--- config.mk ---
export PLATFORM = sky130hd
export DESIGN_NAME = uart_port
export DESIGN_NICKNAME = d
export VERILOG_FILES = /design/src/rtl/uart_port.sv
export SDC_FILE = /design/constraint.sdc
export NUM_CORES = 1
export LEC_CHECK = 0
export CORE_MARGIN = 1
export CORE_UTILIZATION = 35
export CTS_CLUSTER_SIZE = 30
export DETAILED_ROUTE_END_ITERATION = 7
export DONT_BUFFER_PORTS = 1
export PLACE_DENSITY_LB_ADDON = 0.15
export SYNTH_ARGS = -nofsm -noshare
export SYNTH_HDL_FRONTEND = slang
export SYNTH_SLANG_ARGS = --single-unit
export TNS_END_PERCENT = 30
--- constraint.sdc ---
create_clock -name clk -period 5.1 [get_ports clk]
set_input_delay 0.765 -clock clk [delete_from_list [all_inputs] [get_ports clk]]
set_output_delay 0.765 -clock clk [all_outputs]
set_load 0.01 [all_outputs]
--- src/rtl/uart_port.sv ---
// UART peripheral for the core's uart_tx/uart_rx instructions: 8N1 serialiser,
// synchronised deserialiser with a single-entry receive buffer, and core stall logic.
module uart_port #(
  parameter int unsigned CLKS_PER_BIT = 868,
  parameter int unsigned CNT_W        = 16
) (
  input  logic        clk,
  input  logic        rst_n,
  input  logic        tx_req,
  input  logic [7:0]  tx_data,
  input  logic        rx_req,
  output logic [31:0] rx_data,
  output logic        stall,
  output logic        tx_busy,
  output logic        rx_valid,
  output logic        rx_frame_err,
  output logic        rx_overrun,
  output logic        uart_txd,
  input  logic        uart_rxd
);

  localparam logic [CNT_W-1:0] BIT_END = CNT_W'(CLKS_PER_BIT - 1);
  localparam logic [CNT_W-1:0] HALF    = CNT_W'(CLKS_PER_BIT / 2);

  typedef enum logic [1:0] {TX_IDLE, TX_START, TX_DATA, TX_STOP} tx_state_e;
  typedef enum logic [1:0] {RX_IDLE, RX_START, RX_DATA, RX_STOP} rx_state_e;

  tx_state_e        tx_state_q, tx_state_d;
  logic [CNT_W-1:0] tx_cnt_q, tx_cnt_d;
  logic [2:0]       tx_idx_q, tx_idx_d;
  logic [7:0]       tx_sh_q, tx_sh_d;
  logic             txd_q, txd_d;
  logic             tx_busy_q, tx_busy_d;

  rx_state_e        rx_state_q, rx_state_d;
  logic [CNT_W-1:0] rx_cnt_q, rx_cnt_d;
  logic [2:0]       rx_idx_q, rx_idx_d;
  logic [7:0]       rx_sh_q, rx_sh_d;
  logic [7:0]       rx_buf_q, rx_buf_d;
  logic             rx_valid_q, rx_valid_d;
  logic             ferr_q, ferr_d;
  logic             ovr_q, ovr_d;
  logic             sync1_q, sync2_q;
  logic             rxs, rd;

  assign rxs = sync2_q;
  assign rd  = rx_req & rx_valid_q;

  always_comb begin
    tx_state_d = tx_state_q;
    tx_cnt_d   = tx_cnt_q;
    tx_idx_d   = tx_idx_q;
    tx_sh_d    = tx_sh_q;
    txd_d      = txd_q;
    tx_busy_d  = tx_busy_q;
    case (tx_state_q)
      TX_IDLE: if (tx_req) begin
        tx_sh_d    = tx_data;
        tx_busy_d  = 1'b1;
        txd_d      = 1'b0;
        tx_cnt_d   = '0;
        tx_state_d = TX_START;
      end
      TX_START: if (tx_cnt_q == BIT_END) begin
        tx_cnt_d   = '0;
        tx_idx_d   = '0;
        txd_d      = tx_sh_q[0];
        tx_state_d = TX_DATA;
      end else tx_cnt_d = tx_cnt_q + CNT_W'(1);
      TX_DATA: if (tx_cnt_q == BIT_END) begin
        tx_cnt_d = '0;
        if (tx_idx_q == 3'd7) begin
          txd_d      = 1'b1;
          tx_state_d = TX_STOP;
        end else begin
          // txd takes the next bit as the shifter moves, keeping the pin registered
          tx_idx_d = tx_idx_q + 3'd1;
          tx_sh_d  = {1'b0, tx_sh_q[7:1]};
          txd_d    = tx_sh_q[1];
        end
      end else tx_cnt_d = tx_cnt_q + CNT_W'(1);
      TX_STOP: if (tx_cnt_q == BIT_END) begin
        tx_cnt_d   = '0;
        tx_busy_d  = 1'b0;
        tx_state_d = TX_IDLE;
      end else tx_cnt_d = tx_cnt_q + CNT_W'(1);
      default: tx_state_d = TX_IDLE;
    endcase
  end

  always_comb begin
    rx_state_d = rx_state_q;
    rx_cnt_d   = rx_cnt_q;
    rx_idx_d   = rx_idx_q;
    rx_sh_d    = rx_sh_q;
    rx_buf_d   = rx_buf_q;
    rx_valid_d = rx_valid_q;
    ferr_d     = 1'b0;
    ovr_d      = 1'b0;
    if (rd) rx_valid_d = 1'b0;
    case (rx_state_q)
      RX_IDLE: if (!rxs) begin
        rx_cnt_d   = '0;
        rx_state_d = RX_START;
      end
      RX_START: if (rx_cnt_q == HALF) begin
        rx_cnt_d   = '0;
        rx_idx_d   = '0;
        rx_state_d = rxs ? RX_IDLE : RX_DATA;
      end else rx_cnt_d = rx_cnt_q + CNT_W'(1);
      RX_DATA: if (rx_cnt_q == BIT_END) begin
        rx_cnt_d = '0;
        rx_sh_d  = {rxs, rx_sh_q[7:1]};
        rx_idx_d = rx_idx_q + 3'd1;
        if (rx_idx_q == 3'd7) rx_state_d = RX_STOP;
      end else rx_cnt_d = rx_cnt_q + CNT_W'(1);
      RX_STOP: if (rx_cnt_q == BIT_END) begin
        rx_cnt_d   = '0;
        rx_state_d = RX_IDLE;
        // a read on the completion edge frees the slot, so it is not an overrun
        if (rxs) begin
          rx_buf_d   = rx_sh_q;
          rx_valid_d = 1'b1;
          ovr_d      = rx_valid_q & ~rd;
        end else begin
          ferr_d = 1'b1;
        end
      end else rx_cnt_d = rx_cnt_q + CNT_W'(1);
      default: rx_state_d = RX_IDLE;
    endcase
  end

  always_ff @(posedge clk or negedge rst_n) begin
    if (!rst_n) begin
      tx_state_q <= TX_IDLE;
      tx_cnt_q   <= '0;
      tx_idx_q   <= '0;
      tx_sh_q    <= '0;
      txd_q      <= 1'b1;
      tx_busy_q  <= 1'b0;
      rx_state_q <= RX_IDLE;
      rx_cnt_q   <= '0;
      rx_idx_q   <= '0;
      rx_sh_q    <= '0;
      rx_buf_q   <= '0;
      rx_valid_q <= 1'b0;
      ferr_q     <= 1'b0;
      ovr_q      <= 1'b0;
      sync1_q    <= 1'b1;
      sync2_q    <= 1'b1;
    end else begin
      tx_state_q <= tx_state_d;
      tx_cnt_q   <= tx_cnt_d;
      tx_idx_q   <= tx_idx_d;
      tx_sh_q    <= tx_sh_d;
      txd_q      <= txd_d;
      tx_busy_q  <= tx_busy_d;
      rx_state_q <= rx_state_d;
      rx_cnt_q   <= rx_cnt_d;
      rx_idx_q   <= rx_idx_d;
      rx_sh_q    <= rx_sh_d;
      rx_buf_q   <= rx_buf_d;
      rx_valid_q <= rx_valid_d;
      ferr_q     <= ferr_d;
      ovr_q      <= ovr_d;
      sync1_q    <= uart_rxd;
      sync2_q    <= sync1_q;
    end
  end

  assign uart_txd     = txd_q;
  assign tx_busy      = tx_busy_q;
  assign rx_valid     = rx_valid_q;
  assign rx_frame_err = ferr_q;
  assign rx_overrun   = ovr_q;
  assign rx_data      = rx_valid_q ? {24'h0, rx_buf_q} : 32'h0;
  assign stall        = (tx_req & tx_busy_q) | (rx_req & ~rx_valid_q);

endmodule

==> results.toml <==
[placed_design]
gp_congestion = 0.726
io_buffer_count = 0
dp.cells = 508
hpwl_um = 4880
place_ws_ns = 2.24

[route]
drtPass1Iterations = 4
avgRoutedWirePerCell_um = 13.6
ant_nets = 0
vias = 2602
drtIter0Drc = 115
drc = 0
routed_wl_um = 7130
vias_per_cell = 4.97

[critical_path]
startpoint = "rx_cnt_q[10]"
required_ns = 5.33
worstSetupStartpointType = "flip-flop"
crit_path_max_fanout = 11
cp.arrival_ns = 3.06
critPathKind = "flip-flop to flip-flop"
r2r_start = "rx_cnt_q[10]"
cp-end-kind = "flip-flop"

[final_layout]
drive_gt1_share_pct = 10.4
nets = 404
syn_to_final_growth_pct = 4.72
stdcell_count = 524
antenna-diode-count = 0

[sta]
final.setup.tns_ns = 0
relSlewSlack_pct = 34.8
hold_ws_ns = 0.103
setup_slack_ns = 2.27
finalCritPeriodShare_pct = 55.5
clock.fmax_ghz = 0.354
skew_ns = 0.0102
period_minus_slack_ns = 2.83
hold_viol_final = 0
worst_slew_pin_slew_ns = 0.972
setup_viol = 0
slew_violations = 0
rsz0062_at_grt = "no"

[die]
fp-row-count = 38
die_area_um2 = 11600
die_x_um = 108
pin_count = 51
core_area_um2 = 10800
die_height_um = 108
start_util_pct = 36.0

[grt]
gr-total-overflow = 0
grt_pass1_vias = 2523
grt_pass1_wl_um = 12400
grt_max_degree = 74
antenna_found_initial = 0
grt.total_usage_pct = 13.9

[logic_synthesis]
yosysWarnings = 0
synth_seq_cells = 73
yosysTopAreaCellShare_pct = 44.9
ys_seq_area_share_pct = 47.0
synth_edf_count = 0
synth_area_leaders = "dfrtp_1, buf_4, mux2_2, mux2_1, ha_1"
syn_area_um2 = 3900
avgSynthCellArea_um2 = 10.3
async_reset_ff_share_pct = 100
synth_cell_types = 53
synth_top_cell_by_area = "dfrtp_1"
syn_inst = 380
synth_flop_cell = "dfrtp_1"

[clocking]
cts_hold_buf = 0
clockBufferDepth = 2
clockRootBuffer = "clkbuf_8"
cts-htree-levels = 3
clock_latency_ns = 0.35
cts_buffers = 9
cts_resized = 0
clk_pin_slew_ns = 0.08
cts_tree = "yes"
clock_sinks = 73
post_cts_buffers = 0

[power_and_ir_drop]
seq_power_share_pct = 59.4
ir_worst_vdd_mv = 0.119
p_switching_uw = 221
finalPower_uw = 979
pwr_density_cell_nw_per_um2 = 240
leakagePower_nw = 1.91
p_clk_share_pct = 39.4
pwr-share-comb_pct = 1.2
intPower_uw = 759
switching_share_pct = 22.5

[outcome]
status = "finished clean"

[flow_run]
drv_cap = 0

[min_path]
hold_path_class = "input pin to asynchronous set/reset pin"
[Yosys cell counts (2+ instances only)]
cell type,n
dfrtp_1,70
nand2_1,36
nor2_1,28
buf_4,25
mux2_2,16
a21oi_1,15
mux2_1,15
inv_1,13
nand3_1,13
o21ai_0,13
ha_1,12
and2_1,10
a31oi_1,9
clkbuf_1,8
xnor2_1,8
and3_1,7
xor2_1,7
a22o_1,6
nand2b_1,6
nand4_1,5
nor3_1,5
o21ai_1,4
a41oi_1,3
dfstp_2,3
mux2i_1,3
nor2b_1,3
o22ai_1,3
or4_4,3
and4_1,2
nand3b_1,2
nor3b_1,2
nor4b_1,2
o31ai_1,2
or2_2,2
[power groups by stage]
stage          sequential [mW]  combinational, mW  clock, mW
2_1_floorplan            0.591             0.0258          0
3_3_place_gp             0.593             0.0115          0
3_5_place_dp             0.593             0.0115          0
4_1_cts                  0.581             0.0115      0.407
5_1_grt                  0.581             0.0140      0.431
6_report                 0.581             0.0117      0.386
[cell families (layout without fill, tap and decap cells)]
kind of cell               Yosys count  after routing  share of synthesized area (%)
and+or+nand+nor                    133            133                           18.4
adders and majority gates           12             12                           3.85
muxes                               34             34                           9.73
other                                1             24                         0.0962
buffers and inverters               49             30                           7.35
DFF                                 73             73                           47.0
AOI/OAI and AO/OA                   63             63                           10.2
xor gates and xnor gates            15             15                           3.37
[registers in the layout, indices dropped and copies added, names as in the netlist, named ones only]
register	cells
rx_cnt_q	16
rxs	1
tx_sh_q	8
rx_state_q	1
rx_buf_q	8
rx_frame_err	1
tx_busy	1
rx_overrun	1
sync1_q	1
uart_txd	1
tx_state_q	2
rx_valid	1
tx_cnt_q	16
tx_idx_q	3
rx_sh_q	8
rx_idx_q	3
[final timing paths]
path	slack, ns	endpoint	cells past startpoint
setup / recovery	2.27	rx_sh_q[7]	5
hold / removal	0.10	tx_sh_q[2]	0
min in group clk	0.36	rxs	0
max in group asynchronous	4.77	rxs	0
hold reg to reg	0.36	rxs	0
setup reg to reg	2.27	rx_sh_q[7]	5
[critical path, cell delays in order (launching register included)]
cell and delay [ns]:
dfrtp_1 0.45, or4_4 0.58, nor4_4 0.36, nand2_1 0.17, nor2_1 0.75, mux2_2 0.41
[cells in the final DEF (no fill, tap or decap), types with 7 or more instances in the layout]
cell type and instances:
nand2_1 36, o21ai_0 13, nand3_1 13, a31oi_1 9, nor2_1 28, ha_1 12
dfrtp_1 70, xnor2_1 8, clkbuf_8 9, inv_1 13, and2_1 10, and3_1 7
a21oi_1 15, xor2_1 7, mux2_2 16, mux2_1 15, conb_1 24
[routing by layer]
metal	GRT usage, %	part of all wire [%]	vias to the layer above
li1	-	-	1281
met1	18.3	49	1272
met2	21.4	46	42
met3	4.06	3.4	7
met4	4.99	1.3	0
met5	0	0	-
[metrics by stage]
step | utilization, % | cell area [µm²]
2_1_floorplan | - | 3980
3_3_place_gp | 36.2 | 3930
3_5_place_dp | 36.2 | 3930
4_1_cts | 37.7 | 4080
5_1_grt | 37.7 | 4080
6_report | 37.7 | 4080
[final cells by class]
class,count,area (µm²)
multi-input cells,281,1870
well taps,140,175
clock buffers,13,139
clock inverters,3,17.5
inverters,14,52.6
fillers,1102,6760
flip-flops and latches,73,1830
Note: power is estimated with default switching activity, not from simulation.
